--- config.mk ---
export PLATFORM = sky130hd
export DESIGN_NAME = instr_fetch
export DESIGN_NICKNAME = d
export VERILOG_FILES = /design/src/rtl/instr_fetch.sv
export SDC_FILE = /design/constraint.sdc
export NUM_CORES = 1
export LEC_CHECK = 0
export CORE_MARGIN = 10
export CORE_UTILIZATION = 48
export DETAILED_ROUTE_END_ITERATION = 6
export MAX_ROUTING_LAYER = met4
export PLACE_DENSITY = 0.66
export RECOVER_POWER = 50
export SLEW_MARGIN = 15
export SYNTH_ARGS = -nofsm -noshare
export SYNTH_HDL_FRONTEND = slang
export SYNTH_SLANG_ARGS = --single-unit
--- constraint.sdc ---
create_clock -name clk -period 3.7 [get_ports clk]
set_input_delay 0.37 -clock clk [delete_from_list [all_inputs] [get_ports clk]]
set_output_delay 0.37 -clock clk [all_outputs]
set_load 0.05 [all_outputs]
--- src/rtl/instr_fetch.sv ---
// instr_fetch: program-word store that issues instructions over a valid/ready handshake
module instr_fetch #(
    parameter int DEPTH = 16
) (
    input  logic       clk,
    input  logic       rst_n,
    input  logic       load_en,
    input  logic [3:0] load_addr,
    input  logic [7:0] load_data,
    input  logic [4:0] prog_len,
    input  logic       start,
    output logic [7:0] sig,
    output logic       sig_valid,
    input  logic       sig_ready,
    output logic [3:0] pc,
    output logic       busy,
    output logic       done
);
    typedef enum logic [1:0] {IDLE, RUN, DONE} state_t;
    state_t state, state_nx;
    logic [7:0] mem [DEPTH];
    logic [4:0] len;
    logic go, xfer, last;
    assign go = state == IDLE && start && prog_len != 5'd0;
    assign xfer = state == RUN && sig_ready;
    assign last = {1'b0, pc} == len - 5'd1 || sig == 8'hFF;
    assign sig_valid = state == RUN;
    assign busy = state == RUN;
    assign done = state == DONE;
    always_comb begin
        state_nx = state;
        state_nx = go ? RUN : (xfer && last) ? DONE : state == DONE ? IDLE : state;
    end
    always_ff @(posedge clk or negedge rst_n) begin
        if (!rst_n) state <= IDLE;
        else state <= state_nx;
    end
    always_ff @(posedge clk or negedge rst_n) begin
        if (!rst_n) begin
            for (int i = 0; i < DEPTH; i++) mem[i] <= 8'h00;
        end else if (state == IDLE && load_en) begin
            mem[load_addr] <= load_data;
        end
    end
    // a write to address 0 in the start cycle is forwarded so the first word is current
    always_ff @(posedge clk or negedge rst_n) begin
        if (!rst_n) begin
            sig <= 8'h00;
            pc  <= 4'd0;
            len <= 5'd0;
        end else if (go) begin
            len <= prog_len > 5'(DEPTH) ? 5'(DEPTH) : prog_len;
            pc  <= 4'd0;
            sig <= (load_en && load_addr == 4'd0) ? load_data : mem[0];
        end else if (xfer && !last) begin
            pc  <= pc + 4'd1;
            sig <= mem[pc + 4'd1];
        end
    end
endmodule

# Word-level counts from Yosys, hierarchy flattened
# Index checks and enable logic that the tools add are counted.
word_totals:
  ff_bits: 147
  in_bits: 22
  output_inout_bits: 15
  wordCells: 62
classes:
  n_addsub: 2
  n_lt_le_gt_ge: 4
  n_eq_ne: 4
  muxes: 15
  bitwise_logic: 2
  reduce_logical: 15
op_table:
  columns: ["cell", "count"]
  rows:
  - ["$bwmux W128", 1]
  - ["$mux W8", 6]
  - ["$bmux W8 S4", 1]
  - ["$demux W8 S4", 1]
  - ["$ge A5 B5 Y1 const B", 2]
  - ["$not A4 Y5", 2]
  - ["$eq A8 B8 Y1 const B", 1]
  - ["$logic_and A1 B1 Y1", 8]
  - ["$mux W4", 2]
  - ["$mux W2", 3]
  - ["$eq A4 B5 Y1", 1]
  - ["$gt A5 B5 Y1 const B", 1]
  - ["$lt A5 B1 Y1 const B", 1]
  - ["$mux W5", 1]
  - ["$reduce_bool A5 Y1", 1]
  - ["$sub A5 B1 Y5 const B", 1]
  - ["$add A4 B1 Y4 const B", 1]
  - ["$logic_not A4 Y1", 1]
  - ["$reduce_bool A3 Y1", 1]
  - ["$eq A2 B1 Y1 const B", 1]
  - ["$eq A2 B2 Y1 const B", 1]
  - ["$logic_not A2 Y1", 1]
  - ["$reduce_bool A2 Y1", 1]
  - ["$logic_not A1 Y1", 1]
  - ["$logic_or A1 B1 Y1", 1]

# Longest topological paths before layout
logic_depth:
  ltp_word: 7
  mapped_depth: 8

# Worst setup path before layout
# OpenSTA, ideal clock, no wires.
synth_path:
  path_kind: "reg2reg"
  start: "reg pc[1]"
  end: "reg sig[0]"
  arrival_time_ns: 2.310
  required_ns: 3.582
  slack_ns: 1.272
  path_stages_with_launch: 7
  path_buffers: 1
  synth_period_minus_slack_ns: 2.428
  path_cell_list: "dfrtp_1 ha_1 clkbuf_1 mux4_2 or2_0 a32o_1 a21o_1"
synth_via:
  elab_chain_len: 7
  elab_cells_between_ends: 12
  cone_classes: "1 x add/sub; 1 x eq/ne; 5 x mux; 1 x bitwise; 4 x reduce/logical"
synth_lines:
  columns: ["element", "line_no", "rtl"]
  rows:
  - ["start: declaration", "15", "output logic [3:0] pc,"]
  - ["start signal: assignment", "56", "pc <= pc + 4'd1;"]
  - ["$add A4 B1 Y4", "57", "sig <= mem[pc + 4'd1];"]
  - ["$not A4 Y5 (implied by the code)", "57", null]
  - ["$bmux W8 S4", "57", null]
  - ["$mux W8 (implied by the code) (2 in series)", "57", null]
  - ["$mux W8", "55", "end else if (xfer && !last) begin"]
  - ["$mux W8", "51", "end else if (go) begin"]
  - ["end signal: assignment", "54", "sig <= (load_en && load_addr == 4'd0) ? load_data : mem[0];"]
  - ["end signal: assignment", "57", null]
  - ["end: declaration", "12", "output logic [7:0] sig,"]
# Several ways; a longest one is shown, not always the timed one. The select of a mux whose other input is x is not followed.
# A chain may end at the register's enable or synchronous reset.

# Worst setup path after layout
layout_path:
  start: "reg pc[0]"
  end: "reg sig[1]"
# Same word-level chain as after synthesis.

==> results.sh <==
export IMPL_setup_tns_ns=0
export IMPL_min_period_over_period_pct=74.5
export IMPL_grt_pass1_wl_um=28600
export IMPL_tightest_slew_ns=2.47
export IMPL_clock_path_buffers=2
export IMPL_drive_above_1_share_pct=28.4
export IMPL_grt_ovfl_total=0
export IMPL_worstPathArrival_ns=3.04
export IMPL_yosysWarnings=0
export IMPL_synth_top_area_share_pct=52.1
export IMPL_synth_largest_area_cell="dfrtp_1"
export IMPL_ys_seq_elements=147
export IMPL_switching_share_pct=37.9
export IMPL_max_vdd_ir_drop_uv=410
export IMPL_grt_antenna_before_repair=0
export IMPL_cts_made_buffers=17
export IMPL_critPathCaptureType="flop"
export IMPL_synth_async_reset_ratio_pct=100
export IMPL_ctsResizeCount=0
export IMPL_setup_viol=0
export IMPL_placed_cell_area_um2=7640
export IMPL_seqPwrFrac_pct=34.6
export IMPL_pin_count=37
export IMPL_fin_skew_ns=0.00869
export IMPL_port_buffers=36
export IMPL_clock_fmax_mhz=363
export IMPL_slew_headroom_pct=-64.6
export IMPL_numClockSinks=147
export IMPL_final_area_um2=8240
export IMPL_area_growth_pct=16.8
export IMPL_cts_htree_levels=4
export IMPL_dpl_hpwl_um=11800
export IMPL_grt_max_degree=98
export IMPL_p_comb_share_pct=41.2
export IMPL_postCtsHoldBufs=0
export IMPL_synth_cell_type_count=47
export IMPL_wl_per_cell_um=22.0
export IMPL_power_density_nw_per_um2=888
export IMPL_path_clk_slew_ns=0.06
export IMPL_outcome="finished, violations left"
export IMPL_p_int_w=0.00454
export IMPL_syn_nets=613
export IMPL_reg2reg_slack_ns=0.94
export IMPL_crit_type="reg -> reg"
export IMPL_ys_flop_type="dfrtp_1"
export IMPL_syn_inst=589
export IMPL_p_leak_nw=3.74
export IMPL_dieArea_um2=19900
export IMPL_first_iter_violations=305
export IMPL_p_sw_w=0.00277
export IMPL_cp_max_fo=15
export IMPL_finalHoldViolations=0
export IMPL_clock_latency_ns=0.42
export IMPL_final_nets=648
export IMPL_avgSynthCellArea_um2=12.0
export IMPL_grt_pass1_vias=5084
export IMPL_violations="max-capacitance violations, max-slew violations"
export IMPL_worstPathRequired_ns=3.98
export IMPL_post_cts_buffers=0
export IMPL_gp_congestion=0.897
export IMPL_postRouteAntennaNets=0
export IMPL_via_per_inst=5.98
export IMPL_start_util_pct=48.7
export IMPL_yosys_cell_count_top_type="dfrtp_1"
export IMPL_syn_area_um2=7050
export IMPL_hold_ws_ns=0.483
export IMPL_core_rowCount=44
export IMPL_clkPwrFrac_pct=24.2
export IMPL_grt_usage_pct=19.1
export IMPL_synth_edf_count=0
export IMPL_dieWidth_um=141
export IMPL_period_needed_ns=2.76
export IMPL_die_h_um=141
export IMPL_insertedDiodeCount=0
export IMPL_yosysSeqAreaShare_pct=52.1
export IMPL_yosys_top_cells_count="147 x dfrtp_1, 124 x mux2_2, 102 x nand2_1"
export IMPL_critPathLaunchType="flop"
export IMPL_drv_slew=97
export IMPL_vias=4912
export IMPL_root_buffer="clkbuf_16"
export IMPL_synth_top_cells_by_area="dfrtp_1 52%, mux2_2 20%, nand2_1 5.4%, mux2i_1 3.0%, a32oi_1 2.7%"
export IMPL_drc_errors=0
export IMPL_hold_class="reg -> reg"
export IMPL_core_region_area_um2=14500
export IMPL_drv_cap=1
export IMPL_rsz0062_at_grt="no"
export IMPL_wirelength_um=18100
export IMPL_final_fill_count=1195
export IMPL_drt_first_pass_iters=4
export IMPL_cts_tree="built"
[worst max-delay path, stage by stage, from the launching register on]
cell and delay, ns:
dfrtp_1 0.63, ha_1 0.42, xor2_4 0.55, buf_4 0.30
mux2i_1 0.25, a32oi_1 0.10, a32oi_1 0.24, a31oi_1 0.11
[layout by cell type, fill, tap and decap left out, types with 2 or more instances in the layout]
master,count
and2_1,2
xnor2_1,5
o21ai_1,2
mux2_2,124
bufinv_16,2
clkinv_2,4
nor2b_1,6
mux2_1,12
a21o_1,2
buf_4,14
clkdlybuf4s50_1,35
nand4_1,10
clkbuf_8,7
nand2_1,102
dfrtp_1,147
nand3b_1,4
nand3_1,19
mux2i_1,21
nand2b_1,2
a31oi_1,19
inv_1,2
mux4_2,3
ha_1,2
nor2_1,15
buf_12,2
clkbuf_16,17
nor3b_1,2
a32oi_1,22
nor3_1,8
[metal layers]
layer  up-vias  track usage [%]  part of all wire (%)
met5         -                -                     0
met2       156             29.0                    47
met1      2514             23.8                    44
li1       2210                -                     -
met3        32             4.84                   6.2
met4         0             7.93                   3.1
[final cells by class]
type | count | area [um2] | area share, %
clock inverter | 8 | 96.3 | 1.17
inverter | 2 | 7.51 | 0.0911
timing repair buffer | 53 | 504 | 6.12
tap | 184 | 230 | 2.79
multi-input combinational | 403 | 3200 | 38.9
sequential | 147 | 3680 | 44.6
clock buffer | 24 | 522 | 6.33
[stage by stage]
stage / total power [W] / utilization (%) / instances / worst slack [ns]
after detailed placement: 0.00556 / 52.8 / 789 / 0.960
after floorplan: 0.00461 / - / 589 / 1.27
final: 0.00731 / 56.9 / 821 / 0.945
after global routing: 0.00770 / 56.9 / 821 / 0.750
after global placement: 0.00548 / 52.8 / 789 / 0.988
after CTS: 0.00735 / 57.0 / 821 / 0.931
[state kept, by name, indices dropped and copies added, names as in the netlist]
register / flops
pc: 4
mem: 128
state: 2
len: 5
sig: 8
[cells by family (layout without fill, tap and decap cells)]
family	after synthesis	count (layout)	share of synthesized area [%]
flops	147	147	52.1
compound gates	54	54	6.21
fa+ha+maj	2	2	0.355
buf+inv	39	87	2.63
xor+xnor	9	9	1.44
mux	160	160	25.6
simple gates	178	178	11.6
[power groups by stage]
stage	Clock, W	Sequential (W)	Combinational (W)
global placement	0	0.00253	0.00295
finish	0.00177	0.00253	0.00301
detailed placement	0	0.00256	0.00301
floorplan	0	0.00263	0.00197
CTS	0.00179	0.00253	0.00302
global route	0.00186	0.00261	0.00323
[final timing paths]
path | endpoint | depth (start not counted) | startpoint
max | sig[1] | 7 | pc[0]
min | mem[116] | 1 | mem[116]
max reg2reg | sig[1] | 7 | pc[0]
min reg2reg | mem[116] | 1 | mem[116]
max in group asynchronous | mem[54] | 1 | rst_n
min in group asynchronous | state[1] | 1 | rst_n
Note: power is estimated with default switching activity, not from simulation.
